File: config.mk
export PLATFORM = sky130hd
export DESIGN_NAME = hex_frame_dumper
export DESIGN_NICKNAME = d
export VERILOG_FILES = /design/src/rtl/hex_frame_dumper.sv
export SDC_FILE = /design/constraint.sdc
export NUM_CORES = 1
export LEC_CHECK = 0
export BUFFER_PORTS_ARGS = -buffer_cell sky130_fd_sc_hd__buf_2
export CAP_MARGIN = 20
export CORE_UTILIZATION = 28
export DETAILED_ROUTE_END_ITERATION = 8
export PLACE_DENSITY = 0.42
export SYNTH_ARGS = -nofsm -noshare
export SYNTH_HDL_FRONTEND = slang
export SYNTH_SLANG_ARGS = --single-unit
File: constraint.sdc
create_clock -name clk -period 3.26 [get_ports clk]
set_input_delay 0.326 -clock clk [delete_from_list [all_inputs] [get_ports clk]]
set_output_delay 0.326 -clock clk [all_outputs]
set_load 0.02 [all_outputs]
File: src/rtl/hex_frame_dumper.sv
// rtl/hex_frame_dumper.sv - ASCII-hex dump of a result memory frame to a UART
//
// Walks a synchronous-read result memory from address 0 to DEPTH-1 on a start
// pulse and emits every word as uppercase hex digits. Words are separated by a
// space, and every WORDS_PER_LINE words (and after the last word) by CR LF.
// Bytes are handed to an acia_tx-style transmitter via tx_start/tx_busy.
//
// Ports:
//   clk          system clock, rising edge
//   rst          synchronous active-high reset
//   start_i      dump request pulse, honoured only while idle
//   busy_o       frame in progress
//   done_o       one-cycle pulse once the last byte has left the UART
//   rd_addr_o    result memory read address
//   rd_data_i    result memory data, one cycle after rd_addr_o
//   tx_dat_o     byte to UART, valid while tx_start_o is high
//   tx_start_o   one-cycle transmit trigger
//   tx_busy_i    UART busy, rises the cycle after tx_start_o
module hex_frame_dumper #(
  parameter int DATA_W         = 16,
  parameter int DEPTH          = 64,
  parameter int ADDR_W         = (DEPTH > 1) ? $clog2(DEPTH) : 1,
  parameter int WORDS_PER_LINE = 8
) (
  input  logic              clk,
  input  logic              rst,
  input  logic              start_i,
  output logic              busy_o,
  output logic              done_o,
  output logic [ADDR_W-1:0] rd_addr_o,
  input  logic [DATA_W-1:0] rd_data_i,
  output logic [7:0]        tx_dat_o,
  output logic              tx_start_o,
  input  logic              tx_busy_i
);

  localparam int NIB    = (DATA_W + 3) / 4;
  localparam int WORD_W = 4 * NIB;
  localparam int DIG_W  = (NIB > 1) ? $clog2(NIB) : 1;
  localparam int LINE_W = (WORDS_PER_LINE > 1) ? $clog2(WORDS_PER_LINE) : 1;

  localparam logic [ADDR_W-1:0] LAST_ADDR = ADDR_W'(DEPTH - 1);
  localparam logic [ADDR_W-1:0] ADDR_ONE  = ADDR_W'(1);
  localparam logic [LINE_W-1:0] LAST_LINE = LINE_W'(WORDS_PER_LINE - 1);
  localparam logic [LINE_W-1:0] LINE_ONE  = LINE_W'(1);
  localparam logic [DIG_W-1:0]  DIG_TOP   = DIG_W'(NIB - 1);
  localparam logic [DIG_W-1:0]  DIG_ONE   = DIG_W'(1);

  localparam logic [2:0] S_IDLE  = 3'd0;
  localparam logic [2:0] S_ADDR  = 3'd1;
  localparam logic [2:0] S_LATCH = 3'd2;
  localparam logic [2:0] S_DIGIT = 3'd3;
  localparam logic [2:0] S_SEP   = 3'd4;
  localparam logic [2:0] S_CR    = 3'd5;
  localparam logic [2:0] S_LF    = 3'd6;
  localparam logic [2:0] S_DRAIN = 3'd7;

  // Sub-phase shared by all byte-emitting states.
  localparam logic PH_SEND = 1'b0;
  localparam logic PH_GAP  = 1'b1;

  logic [2:0]        state_q, state_d;
  logic              phase_q, phase_d;
  logic [ADDR_W-1:0] idx_q, idx_d;
  logic [LINE_W-1:0] line_q, line_d;
  logic [WORD_W-1:0] word_q, word_d;
  logic [DIG_W-1:0]  dig_q, dig_d;
  logic [7:0]        tx_dat_q, tx_dat_d;
  logic              tx_start_q, tx_start_d;
  logic              busy_q, busy_d;
  logic              done_q, done_d;

  logic [3:0]        nib;
  logic [7:0]        hex_char;
  logic [7:0]        cur_byte;
  logic              end_of_line;

  assign nib      = word_q[{dig_q, 2'b00} +: 4];
  assign hex_char = (nib < 4'd10) ? {4'h3, nib} : (8'h37 + {4'h0, nib});

  // The last word of the frame always closes its line, whatever the count.
  assign end_of_line = (line_q == LAST_LINE) || (idx_q == LAST_ADDR);

  always_comb begin
    cur_byte = hex_char;
    case (state_q)
      S_SEP:   cur_byte = 8'h20;
      S_CR:    cur_byte = 8'h0D;
      S_LF:    cur_byte = 8'h0A;
      default: cur_byte = hex_char;
    endcase
  end

  always_comb begin
    state_d    = state_q;
    phase_d    = phase_q;
    idx_d      = idx_q;
    line_d     = line_q;
    word_d     = word_q;
    dig_d      = dig_q;
    tx_dat_d   = tx_dat_q;
    tx_start_d = 1'b0;
    busy_d     = busy_q;
    done_d     = 1'b0;

    case (state_q)
      S_IDLE: begin
        // done_q high means this is the done cycle; a start here is dropped.
        if (start_i && !done_q) begin
          state_d = S_ADDR;
          busy_d  = 1'b1;
          idx_d   = '0;
          line_d  = '0;
        end
      end

      S_ADDR: state_d = S_LATCH;

      S_LATCH: begin
        word_d  = WORD_W'(rd_data_i);
        dig_d   = DIG_TOP;
        phase_d = PH_SEND;
        state_d = S_DIGIT;
      end

      S_DIGIT, S_SEP, S_CR, S_LF: begin
        if (phase_q == PH_SEND) begin
          if (!tx_busy_i) begin
            tx_start_d = 1'b1;
            tx_dat_d   = cur_byte;
            phase_d    = PH_GAP;
          end
        end else begin
          // GAP: tx_busy is not yet valid for the byte just triggered.
          phase_d = PH_SEND;
          case (state_q)
            S_DIGIT: begin
              if (dig_q != '0) begin
                dig_d = dig_q - DIG_ONE;
              end else if (end_of_line) begin
                line_d  = '0;
                state_d = S_CR;
              end else begin
                line_d  = line_q + LINE_ONE;
                state_d = S_SEP;
              end
            end
            S_CR: state_d = S_LF;
            default: begin
              if (idx_q == LAST_ADDR) begin
                state_d = S_DRAIN;
              end else begin
                idx_d   = idx_q + ADDR_ONE;
                state_d = S_ADDR;
              end
            end
          endcase
        end
      end

      S_DRAIN: begin
        // Entered two cycles after the last tx_start, so tx_busy is meaningful.
        if (!tx_busy_i) begin
          done_d  = 1'b1;
          busy_d  = 1'b0;
          state_d = S_IDLE;
        end
      end

      default: state_d = S_IDLE;
    endcase
  end

  always_ff @(posedge clk) begin
    if (rst) begin
      state_q    <= S_IDLE;
      phase_q    <= PH_SEND;
      idx_q      <= '0;
      line_q     <= '0;
      word_q     <= '0;
      dig_q      <= '0;
      tx_dat_q   <= 8'h00;
      tx_start_q <= 1'b0;
      busy_q     <= 1'b0;
      done_q     <= 1'b0;
    end else begin
      state_q    <= state_d;
      phase_q    <= phase_d;
      idx_q      <= idx_d;
      line_q     <= line_d;
      word_q     <= word_d;
      dig_q      <= dig_d;
      tx_dat_q   <= tx_dat_d;
      tx_start_q <= tx_start_d;
      busy_q     <= busy_d;
      done_q     <= done_d;
    end
  end

  assign busy_o     = busy_q;
  assign done_o     = done_q;
  assign rd_addr_o  = idx_q;
  assign tx_dat_o   = tx_dat_q;
  assign tx_start_o = tx_start_q;

endmodule

==> flow_metrics.py <==
metrics = {
    "final_layout": {
        "areaGrowthSynthToFinish_pct": 16.77,
        "postLayoutCellArea_um2": 2387,
        "antennaDiodeCount": 0,
        "n_fill_cell": 788,
        "seq_area_um2": 820.8,
        "nNetsFinal": 306,
        "multiInputGateArea_um2": 1122,
        "drive_gt1_share_pct": 19.15,
        "finalNonFillerCells": 378,
    },
    "die": {
        "rows": 30,
        "start_util_pct": 29.60,
        "die_area_um2": 7648,
        "coreArea_um2": 6907,
        "boundaryPins": 37,
        "die_h_um": 87.45,
        "die_x_um": 87.45,
    },
    "yosys": {
        "ys_types": 45,
        "synth_edf_count": 0,
        "ys_warn_count": 0,
        "synth_commonest_cells": "53 x nand2_1, 41 x dfxtp_1, 34 x a21oi_1",
        "ys_seq_elements": 41,
        "synth_top_area_share_pct": 40.15,
        "synth_top_area_cell": "dfxtp_1",
        "synth_area_leaders": "dfxtp_1 40%, nand2_1 9.7%, a21oi_1 8.3%",
        "seq_area_frac_synth_pct": 40.15,
        "synthFlopType": "dfxtp_1",
        "avgSynthCellArea_um2": 8.145,
        "yosysMostFrequentCell": "nand2_1",
        "postSynthCellCount": 251,
        "async_flop_share_pct": 0,
        "syn-num-nets": 276,
        "syn_area_um2": 2044,
    },
    "pwr": {
        "p_leak_nw": 0.8936,
        "ir_drop_mv": 0.1553,
        "p_per_area_nw_per_um2": 563.7,
    },
    "detailed_routing": {
        "vias": 1812,
        "drt-total-wl_um": 4801,
        "ant_nets": 0,
        "remaining_drc_errors": 0,
        "drtIter0Drc": 83,
        "wl_per_cell_um": 12.70,
        "dr.pass1.iters": 4,
        "via_per_inst": 4.794,
    },
    "place": {
        "place_inst": 369,
        "dp_hpwl_um": 3372,
        "place_area_um2": 2261,
        "port-buffer-count": 35,
        "routabilityCongestion": 0.7226,
    },
    "clocking": {
        "cts_buffers": 5,
        "ctsResizeCount": 0,
        "cts_hold_buf": 0,
        "cts_tree": "yes",
        "clkLatencyLatePin_ns": 0.30,
        "root_buffer": "clkbuf_8",
        "cts_sinks": 41,
        "postCtsSetupRepairBufs": 0,
        "htreeDepth": 2,
        "clk_pin_slew_ns": 0.09,
        "clockBufferDepth": 2,
    },
    "timing": {
        "hold_violations": 0,
        "min_period_ns": 2.206,
        "tns_ns": 0,
        "setup_viol": 0,
        "max_freq_mhz": 453.4,
        "whs_ns": 0.2498,
        "period_share_pct": 67.66,
        "skew_ns": 0.009708,
        "rsz0062_at_grt": "no",
        "slew_headroom_pct": 49.87,
        "tightest_slew_ns": 0.7519,
        "slew_viol_final": 0,
    },
    "critical_path": {
        "crit_path_top_delay_cell": "dfxtp_1",
        "end_kind": "flip-flop",
        "path_max_fanout": 21,
        "cpPeakStageDelay_ns": 0.76,
        "criticalPathCategory": "flip-flop to flip-flop",
        "arrival_ns": 2.44,
        "crit_chain": "a21boi_0 -> nor2_1 -> nor3_1 -> o221ai_1 -> a21oi_1",
        "cp-start-kind": "flip-flop",
        "required_ns": 3.49,
    },
    "run": {
        "drv_cap": 0,
    },
    "global_routing": {
        "overflow": 0,
        "antenna_found_initial": 0,
        "grt_first_pass_wirelength_um": 8162,
        "grt_max_degree": 39,
        "grt_use_total_pct": 13.95,
        "grt_pass1_vias": 1645,
    },
    "min_path": {
        "hp-class": "primary input to flip-flop",
    },
    "status": {
        "outcome": "complete, no violations",
    },
}
## power breakdown
part,leakage (nW),internal [W],switching (W)
clock,0.0543,0.000229,0.000193
sequential,0.332,0.000548,0.0000599
combinational,0.507,0.000126,0.000190
total,0.894,0.000903,0.000443
## worst paths after layout
check,start,to,slack [ns],depth (start not counted)
hold reg to reg,word_q[12],word_q[12],0.46,2
setup reg to reg,state_q[2],tx_dat_o[2],1.05,5
setup / recovery,state_q[2],tx_dat_o[2],1.05,5
hold / removal,rd_data_i[11],word_q[11],0.25,3
## metal layers
metal / share of wire [%] / wire length [µm] / up-vias / GRT usage [%]
met1: 50 / 2421 / 832 / 19.47
met5: 0 / 0 / - / 0
met2: 44 / 2123 / 36 / 20.95
li1: - / - / 938 / -
met3: 3.8 / 184 / 6 / 3.223
met4: 1.5 / 71 / 0 / 4.918
## worst max-delay path: cells and delay by family (launching register included)
| family | cells | cell delay, ns |
|---|---|---|
| compound gates | 3 | 0.77 |
| flops | 1 | 0.76 |
| simple gates | 2 | 0.62 |
## per-stage QoR
stage | util (%) | setup slack (ns) | power, W
6_report | 34.57 | 1.054 | 0.001346
5_1_grt | 34.57 | 0.8654 | 0.001439
4_1_cts | 34.40 | 1.065 | 0.001363
3_5_place_dp | 32.74 | 1.093 | 0.0009310
3_3_place_gp | 32.74 | 1.111 | 0.0009336
2_1_floorplan | - | 1.518 | 0.0008597
## cells in the final DEF, fill, tap and decap left out, types with 2 or more instances in the layout
cell       n
a211oi_1   4
dfxtp_1   41
clkbuf_8   5
inv_1      6
nor3_1     6
nand2_1   53
nand3_1    6
nor2b_1    3
a21oi_1   34
buf_2     35
mux4_2     3
nor3_2     2
o21ai_1    4
nand3b_1   2
a21boi_0   2
nor2_1    21
nand2b_1   7
o211ai_1   2
a22oi_1    3
xnor2_1    5
mux2_2     2
ha_1       5
o21ai_0    6
a31oi_1    2
## sequential cells by signal, summed over array words and instances (netlist names)
signal	flops
state_q	3
dig_q	2
line_q	3
rd_addr_o	6
word_q	16
phase_q	1
tx_dat_o	7
done_o	1
busy_o	1
tx_start_o	1
## final cells by class
| class | count | area share, % |
|---|---|---|
| Clock buffer | 5 | 2.883 |
| Multi-Input combinational cell | 191 | 47.01 |
| Inverter | 6 | 0.9434 |
| Timing Repair Buffer | 36 | 7.809 |
| Tap cell | 96 | 5.031 |
| Clock inverter | 3 | 1.939 |
| Sequential cell | 41 | 34.38 |
## kinds of logic after synthesis
kind of cell	Yosys count	share of synthesized area (%)
compound gates	64	18.48
xor+xnor	5	2.142
fa+ha+maj	5	3.060
mux	6	5.691
flops	41	40.15
simple gates	110	25.34
buf+inv	19	4.957
other cells	1	0.1834
No activity file was read; power rests on OpenSTA's default activity.
